--- config.mk ---
export PLATFORM = sky130hd
export DESIGN_NAME = exanet_vc_demux
export DESIGN_NICKNAME = d
export VERILOG_FILES = /design/src/rtl/exanet_vc_demux.sv
export SDC_FILE = /design/constraint.sdc
export NUM_CORES = 1
export LEC_CHECK = 0
export BUFFER_PORTS_ARGS = -buffer_cell sky130_fd_sc_hd__buf_4
export CAP_MARGIN = 20
export CORE_UTILIZATION = 40
export DETAILED_ROUTE_END_ITERATION = 12
export PLACE_DENSITY = 0.64
export SLEW_MARGIN = 10
export SYNTH_ARGS = -nofsm -noshare
export SYNTH_HDL_FRONTEND = slang
export SYNTH_SLANG_ARGS = --single-unit
export TNS_END_PERCENT = 10
--- constraint.sdc ---
create_clock -name clk -period 16.37 [get_ports clk]
set_input_delay 4.911 -clock clk [delete_from_list [all_inputs] [get_ports clk]]
set_output_delay 4.911 -clock clk [all_outputs]
set_load 0.03 [all_outputs]
--- src/rtl/exanet_vc_demux.sv ---
// Exanet virtual-channel demultiplexer: one header/payload/footer slave stream fanned out to
// NUM_VC master streams by the header vc field, through a 1-deep registered slot.
module exanet_vc_demux #(
  parameter int DATA_W = 128,
  parameter int NUM_VC = 4,
  parameter int CNT_W  = 16
) (
  input  logic                    clk,
  input  logic                    reset,
  input  logic                    in_header_valid,
  output logic                    in_header_ready,
  input  logic                    in_payload_valid,
  output logic                    in_payload_ready,
  input  logic                    in_footer_valid,
  output logic                    in_footer_ready,
  input  logic [DATA_W-1:0]       in_data,
  output logic [NUM_VC-1:0]       out_header_valid,
  input  logic [NUM_VC-1:0]       out_header_ready,
  output logic [NUM_VC-1:0]       out_payload_valid,
  input  logic [NUM_VC-1:0]       out_payload_ready,
  output logic [NUM_VC-1:0]       out_footer_valid,
  input  logic [NUM_VC-1:0]       out_footer_ready,
  output logic [DATA_W-1:0]       out_data,
  output logic [NUM_VC*CNT_W-1:0] pkt_cnt,
  output logic [CNT_W-1:0]        drop_cnt,
  output logic                    proto_err
);

  localparam int VC_W = $clog2(NUM_VC);

  typedef enum logic [1:0] {ST_IDLE = 2'd0, ST_BODY = 2'd1, ST_DROP = 2'd2} state_e;
  typedef enum logic [1:0] {PH_HDR = 2'd0, PH_PLD = 2'd1, PH_FTR = 2'd2} phase_e;

  function automatic logic [CNT_W-1:0] sat_inc(input logic [CNT_W-1:0] v);
    return (&v) ? v : v + {{(CNT_W-1){1'b0}}, 1'b1};
  endfunction

  state_e              state_q, state_d;
  logic [VC_W-1:0]     cur_vc_q, cur_vc_d;
  logic                slot_v_q, slot_v_d;
  phase_e              slot_ph_q, slot_ph_d;
  logic [VC_W-1:0]     slot_vc_q, slot_vc_d;
  logic [DATA_W-1:0]   slot_data_q, slot_data_d;
  logic [CNT_W-1:0]    pkt_cnt_q [NUM_VC];
  logic [CNT_W-1:0]    pkt_cnt_d [NUM_VC];
  logic [CNT_W-1:0]    drop_cnt_q, drop_cnt_d;
  logic                proto_err_q, proto_err_d;

  logic                sel_ready_s, drain_s, free_s, hdr_legal_s;
  logic                hdr_acc_s, pld_acc_s, ftr_acc_s;
  logic [NUM_VC-1:0]   vc_onehot_s;

  // Downstream ready of the VC/phase currently held in the slot.
  always_comb begin
    sel_ready_s = 1'b0;
    case (slot_ph_q)
      PH_HDR:  sel_ready_s = out_header_ready[slot_vc_q];
      PH_PLD:  sel_ready_s = out_payload_ready[slot_vc_q];
      PH_FTR:  sel_ready_s = out_footer_ready[slot_vc_q];
      default: sel_ready_s = 1'b0;
    endcase
  end

  assign drain_s     = slot_v_q & sel_ready_s;
  assign free_s      = ~slot_v_q | drain_s;
  assign hdr_legal_s = {1'b0, in_data[4:0]} < 6'(NUM_VC);
  assign vc_onehot_s = {{(NUM_VC-1){1'b0}}, 1'b1} << slot_vc_q;

  // Input-side readies; illegal-VC headers and out-of-phase beats are always swallowed.
  always_comb begin
    in_header_ready  = 1'b0;
    in_payload_ready = 1'b0;
    in_footer_ready  = 1'b0;
    case (state_q)
      ST_IDLE: begin
        in_header_ready  = hdr_legal_s ? free_s : 1'b1;
        in_payload_ready = 1'b1;
        in_footer_ready  = 1'b1;
      end
      ST_BODY: begin
        in_header_ready  = 1'b1;
        in_payload_ready = free_s;
        in_footer_ready  = free_s & ~in_payload_valid;
      end
      ST_DROP: begin
        in_header_ready  = 1'b1;
        in_payload_ready = 1'b1;
        in_footer_ready  = 1'b1;
      end
      default: begin
        in_header_ready  = 1'b0;
        in_payload_ready = 1'b0;
        in_footer_ready  = 1'b0;
      end
    endcase
  end

  assign hdr_acc_s = in_header_valid  & in_header_ready;
  assign pld_acc_s = in_payload_valid & in_payload_ready;
  assign ftr_acc_s = in_footer_valid  & in_footer_ready;

  // Packet FSM, slot load/drain and statistics next-state.
  always_comb begin
    state_d     = state_q;
    cur_vc_d    = cur_vc_q;
    slot_v_d    = drain_s ? 1'b0 : slot_v_q;
    slot_ph_d   = slot_ph_q;
    slot_vc_d   = slot_vc_q;
    slot_data_d = slot_data_q;
    pkt_cnt_d   = pkt_cnt_q;
    drop_cnt_d  = drop_cnt_q;
    proto_err_d = 1'b0;
    case (state_q)
      ST_IDLE: begin
        proto_err_d = pld_acc_s | ftr_acc_s;
        if (hdr_acc_s && hdr_legal_s) begin
          slot_v_d    = 1'b1;
          slot_ph_d   = PH_HDR;
          slot_vc_d   = in_data[VC_W-1:0];
          slot_data_d = in_data;
          cur_vc_d    = in_data[VC_W-1:0];
          state_d     = ST_BODY;
        end else if (hdr_acc_s) begin
          drop_cnt_d = sat_inc(drop_cnt_q);
          state_d    = ST_DROP;
        end else begin
          state_d = ST_IDLE;
        end
      end
      ST_BODY: begin
        proto_err_d = hdr_acc_s;
        if (pld_acc_s || ftr_acc_s) begin
          slot_v_d    = 1'b1;
          slot_ph_d   = pld_acc_s ? PH_PLD : PH_FTR;
          slot_vc_d   = cur_vc_q;
          slot_data_d = in_data;
        end else begin
          slot_ph_d = slot_ph_q;
        end
        if (ftr_acc_s && !pld_acc_s) begin
          pkt_cnt_d[cur_vc_q] = sat_inc(pkt_cnt_q[cur_vc_q]);
          state_d             = ST_IDLE;
        end else begin
          state_d = ST_BODY;
        end
      end
      ST_DROP: begin
        proto_err_d = hdr_acc_s;
        state_d     = ftr_acc_s ? ST_IDLE : ST_DROP;
      end
      default: state_d = ST_IDLE;
    endcase
  end

  // State, slot and counter registers.
  always_ff @(posedge clk or posedge reset) begin
    if (reset) begin
      state_q     <= ST_IDLE;
      cur_vc_q    <= '0;
      slot_v_q    <= 1'b0;
      slot_ph_q   <= PH_HDR;
      slot_vc_q   <= '0;
      slot_data_q <= '0;
      drop_cnt_q  <= '0;
      proto_err_q <= 1'b0;
      for (int v = 0; v < NUM_VC; v++) pkt_cnt_q[v] <= '0;
    end else begin
      state_q     <= state_d;
      cur_vc_q    <= cur_vc_d;
      slot_v_q    <= slot_v_d;
      slot_ph_q   <= slot_ph_d;
      slot_vc_q   <= slot_vc_d;
      slot_data_q <= slot_data_d;
      drop_cnt_q  <= drop_cnt_d;
      proto_err_q <= proto_err_d;
      pkt_cnt_q   <= pkt_cnt_d;
    end
  end

  // Output valids decoded from the slot registers only.
  always_comb begin
    out_header_valid  = '0;
    out_payload_valid = '0;
    out_footer_valid  = '0;
    if (slot_v_q) begin
      case (slot_ph_q)
        PH_HDR:  out_header_valid  = vc_onehot_s;
        PH_PLD:  out_payload_valid = vc_onehot_s;
        PH_FTR:  out_footer_valid  = vc_onehot_s;
        default: out_header_valid  = '0;
      endcase
    end else begin
      out_header_valid = '0;
    end
  end

  assign out_data  = slot_data_q;
  assign drop_cnt  = drop_cnt_q;
  assign proto_err = proto_err_q;

  for (genvar v = 0; v < NUM_VC; v++) begin : g_cnt
    assign pkt_cnt[v*CNT_W +: CNT_W] = pkt_cnt_q[v];
  end

endmodule

# After elaboration in Yosys (flattened, before gate mapping)
# Cells that the tools add are included.
[word_totals]
word_cells = 97
out_inout_bits = 224
reg_bits = 218
[classes]
n_shift = 1
muxes = 44
bitwise_logic = 12
eq_ne = 6
n_reduce_logical = 16
n_lt_le_gt_ge = 4
n_addsub = 2
[op_table]
columns = ["operator", "count"]
rows = [
  ["$mux W128", 2],
  ["$pmux W128 S2", 1],
  ["$bwmux W64", 1],
  ["$mux W16", 4],
  ["$add A16 B1 Y16 const B", 2],
  ["$bmux W16 S2", 1],
  ["$demux W16 S2", 1],
  ["$reduce_and A16 Y1", 2],
  ["$mux W4", 6],
  ["$mux W2", 8],
  ["$pmux W1 S2", 5],
  ["$mux W1", 8],
  ["$pmux W2 S2", 2],
  ["$bmux W1 S2", 3],
  ["$pmux W2 S3", 1],
  ["$and A1 B1 Y1", 5],
  ["$lt A5 B3 Y1 const B", 1],
  ["$eq A2 B1 Y1 const B", 2],
  ["$eq A2 B2 Y1 const B", 2],
  ["$logic_not A2 Y1", 2],
  ["$ne A2 B2 Y1 const B", 2],
  ["$not A1 Y1", 4],
  ["$reduce_and A2 Y1", 2],
  ["$reduce_and A4 Y1", 1],
  ["other kinds (13)", 17],
]

# Depth between registers and ports, before layout
[logic_depth]
word_depth = 11
mapped_depth = 10
ltp_nobuf = 8

# Worst setup path before layout
# OpenSTA, ideal clock, no wires.
[synth_timing]
path_type = "input to output"
startpoint = "input port out_footer_ready[3]"
endpoint = "output port in_footer_ready"
t_required_ns = 11.459
arrival_time_ns = 6.416
path_slack_ns = 5.043
path_stages = 5
cell_sequence = "mux2i_1 -> mux4_2 -> a41oi_2 -> nand2_1 -> a21oi_1"
[synth_between]
elab_chain_len = 7
[synth_lines]
columns = ["item", "line_no", "text"]
rows = [
  ["start, declared", "22", "input logic [NUM_VC-1:0] out_footer_ready,"],
  ["$bmux W1 S2", "59", "PH_FTR: sel_ready_s = out_footer_ready[slot_vc_q];"],
  ["$mux W1 (not written as such)", "59", ""],
  ["$pmux W1 S3", "56", "case (slot_ph_q)"],
  ["$and A1 B1 Y1", "64", "assign drain_s = slot_v_q & sel_ready_s;"],
  ["$or A1 B1 Y1", "65", "assign free_s = ~slot_v_q | drain_s;"],
  ["$and A1 B1 Y1", "83", "in_footer_ready = free_s & ~in_payload_valid;"],
  ["$pmux W1 S2", "74", "case (state_q)"],
  ["end, declared", "15", "output logic in_footer_ready,"],
]
# Every way passes these cells. The select of a mux whose other input is x is not followed.

# Worst setup path in the final report
# Same ends and word-level chain as after synthesis.

==> results.txt <==
- The run finished with clean final reports.
- Count of flip-flops with a built-in enable after synthesis: 0
* Max-cap viol count: 0
- Starting DRC count in detailed routing: 383
- The path class of the tightest hold or removal check is flip-flop to flip-flop.
- After detailed routing, the number of vias per cell comes to 5.06.
- Counting every net in the synthesized netlist gives 835.
* Power density over the cells: 193 mW/mm^2
- Summed over all nets, the half-perimeter wirelength after detailed placement is 20,200 um.
* Die X: 157 um
- In this run the most critical hold path is launched from out_data[2]$_DFFE_PP0P_.
- The clock net in this run drives a total of 218 sinks.
- Along the worst path, the maximum fanout reaches 5.
* Std-Cell Core Area: 0.0235 mm^2
- 0 antenna diodes ended up in the layout.
* Max Transition Viols Final: 0
- During synthesis, Yosys emitted a total of 0 warnings.
* Most frequent standard cell in the layout excluding fill and tap cells: sky130_fd_sc_hd__buf_4
* Postcts setup bufs: 0
- The number of clock buffers added by TritonCTS is 25.
- Along the worst hold path, the cell count comes to 1.
- First-pass GRT wire length: 41,300 um
- R2R Path Start: slot_vc_q[1]$_DFFE_PP0P_
- STA puts the critical path data arrival time at 6.50 ns.
* CP Capture Type: output port
- In the layout the commonest cells are sky130_fd_sc_hd__buf_4 (375), sky130_fd_sc_hd__dfrtp_1 (218), sky130_fd_sc_hd__mux2_2 (147).
* Net total in the final layout: 1,208
- Clock-pin slew was measured on the worst setup and hold paths at 0.06 ns.
* Post-detailed-route wirelength per cell: 19.6 um
- Clock Tree Root: sky130_fd_sc_hd__clkbuf_16
* Maximum number of pins on one net before global-route repair: 147
- After global routing the overflow that remains totals 0.
* Final setup fails: 0
- Synthesis instantiated 54 different standard cells from the library.
- Crit share post-route: 0.697
- The via count of the first global-routing pass came to 7,256.
- The endpoint identified for the worst register-to-register timing path is out_data[59]$_DFFE_PP0P_.
* CTS Hold Buffers Added: 0
* Quantity of gates resized following cts: 0
* Routability cong.: 0.863
- A synthesized cell averages 14.0 um^2.
- Relative to the synthesized area, the layout overhead comes to 40.6%.
- Initial antenna violation count: 0
- Io pins: 369
- In the final layout, the share of cells above drive strength 1 is 0.558.
- Die span in y: 157 um
* Die footprint: 0.0246 mm^2
* Kind of start point of the critical path: primary input
- Top-area cell type share of the netlist area: 0.569
- In this run the static leakage power is 6.46 nW.
* Critical path start-end classification: primary input to output port
- The hold violation total from the final report came to 0.
- Top cells by area, synth: sky130_fd_sc_hd__dfrtp_1 (57%), sky130_fd_sc_hd__mux2_2 (17%), sky130_fd_sc_hd__mux4_2 (3.3%)
* Deepest clock path buffer count: 3
- Netlist area before placement: 0.00958 mm^2
- Syn Inst Count: 683
- Dominant synthesized flop cell: sky130_fd_sc_hd__dfrtp_1
* First drt pass iteration count: 4
* Count of H-tree levels built during CTS: 1
* Initial cell density of the core: 0.408
* Number of remaining DRC errors: 0
* Peak supply drop: 0.133 mV
- Clock latency on the worst-skew pair, taken at its later pin, is 0.52 ns.
* Finished Core Util: 0.574
- Of the synthesized area, sequential elements account for 0.569.
- After layout, the design draws a total of 2.61 mW.
- The path with the worst hold slack has its endpoint at out_data[2]$_DFFE_PP0P_.
* Num rows: 56
- The routed design could run at a clock period as short as 11.41 ns.
- For this run, the total global-route usage over all layers was measured as 0.218.
* Achievable Freq: 87.6 MHz
- TritonCTS clock tree: done
* Wirelength, routed: 27,300 um
- Cells on worst reg2reg path: 7
- The count of nets left with antenna violations once routing finished came out at 0.
* Async set-reset flop share out of synthesis: 1.00
- Number of vias after detailed routing: 7,042
- Data on the critical path is required at its endpoint by 11.46 ns.
* Number of port buffers: 368
- Sum of negative setup slack: 0 ns
* RSZ-0062 raised after global routing: no
- Post-synth top area cell: sky130_fd_sc_hd__dfrtp_1
- For the final database, setup skew stands at 0.0140 ns.
* Flip-flop and latch count after synthesis: 218
- The worst register-to-register path has a setup slack of 12.23 ns.
* Headroom to the max-slew limit: 0.310
- At the pin with the least slew margin, the transition time is 1.03 ns.
power breakdown:
part	leakage [nW]	internal, mW	switching [mW]
sequential	2.74	0.735	0.144
clock	0.411	0.346	0.221
combinational	3.30	0.481	0.678
per-stage QoR:
stage,instance area (um^2),hold WS (ns),worst slack (ns),std cells
2_1_floorplan,9580,0.594,5.04,683
3_3_place_gp,12600,0.470,5.02,1347
3_5_place_dp,12600,0.479,4.96,1347
4_1_cts,13400,0.492,4.95,1392
5_1_grt,13500,0.513,4.88,1393
6_report,13500,0.489,4.96,1393
cell families (layout without fill, tap and decap cells):
group           count (synthesis)  in the layout  synth area share
simple gates                  136            136            0.0732
mux                           203            203             0.262
compound gates                 56             56            0.0392
buf+inv                        41            432            0.0266
xor+xnor                       22             22            0.0201
flops                         218            218             0.569
fa+ha+maj                       7              7           0.00914
sequential cells by signal, summed over array words and instances (netlist names), 2 cells and up:
| signal | cells |
|---|---|
| cur_vc_q | 2 |
| drop_cnt | 16 |
| out_data | 128 |
| pkt_cnt | 64 |
| slot_ph_q | 2 |
| slot_vc_q | 2 |
| state_q | 2 |
metal layers:
| layer | track usage | vias to the layer above | part of all wire |
|---|---|---|---|
| met5 | 0 | - | 0 |
| met4 | 0.0565 | 0 | 0.025 |
| met3 | 0.0775 | 46 | 0.095 |
| met2 | 0.367 | 274 | 0.49 |
| met1 | 0.265 | 3507 | 0.39 |
| li1 | - | 3215 | - |
synthesized netlist by cell type, drive strengths merged (13+ instances only):
cell,count
nor2,42
mux2,177
dfrtp,218
buf,21
xnor2,17
a21oi,23
o21ai,14
mux4,17
nand3,13
nand2,23
worst max path at each step:
stage / from / endpoint / slack (ns) / cells after the start
2_1_floorplan: out_footer_ready[3] / in_footer_ready / 5.04 / 5
3_3_place_gp: out_footer_ready[2] / in_footer_ready / 5.02 / 7
6_report: out_footer_ready[3] / in_footer_ready / 4.96 / 7
5_1_grt: out_footer_ready[3] / in_footer_ready / 4.88 / 7
3_5_place_dp: out_footer_ready[3] / in_footer_ready / 4.96 / 7
4_1_cts: out_footer_ready[3] / in_footer_ready / 4.95 / 7
worst max-delay path, cell delays in order:
cell and delay, ns:
sky130_fd_sc_hd__buf_4 0.08, sky130_fd_sc_hd__mux2i_1 0.05, sky130_fd_sc_hd__mux4_2 0.54, sky130_fd_sc_hd__a41oi_2 0.34
sky130_fd_sc_hd__nand2_1 0.23, sky130_fd_sc_hd__a21oi_1 0.17, sky130_fd_sc_hd__buf_4 0.18
area by class of cell:
| type | count | area, um^2 |
|---|---|---|
| fillers | 2003 | 10000 |
| flip-flops and latches | 218 | 5460 |
| multi-input cells | 424 | 3880 |
| repair buffers | 376 | 2840 |
| clock buffers | 32 | 692 |
| well taps | 319 | 399 |
| clock inverters | 13 | 151 |
| inverters | 11 | 48.8 |
Power figures use the tool's default switching activity.
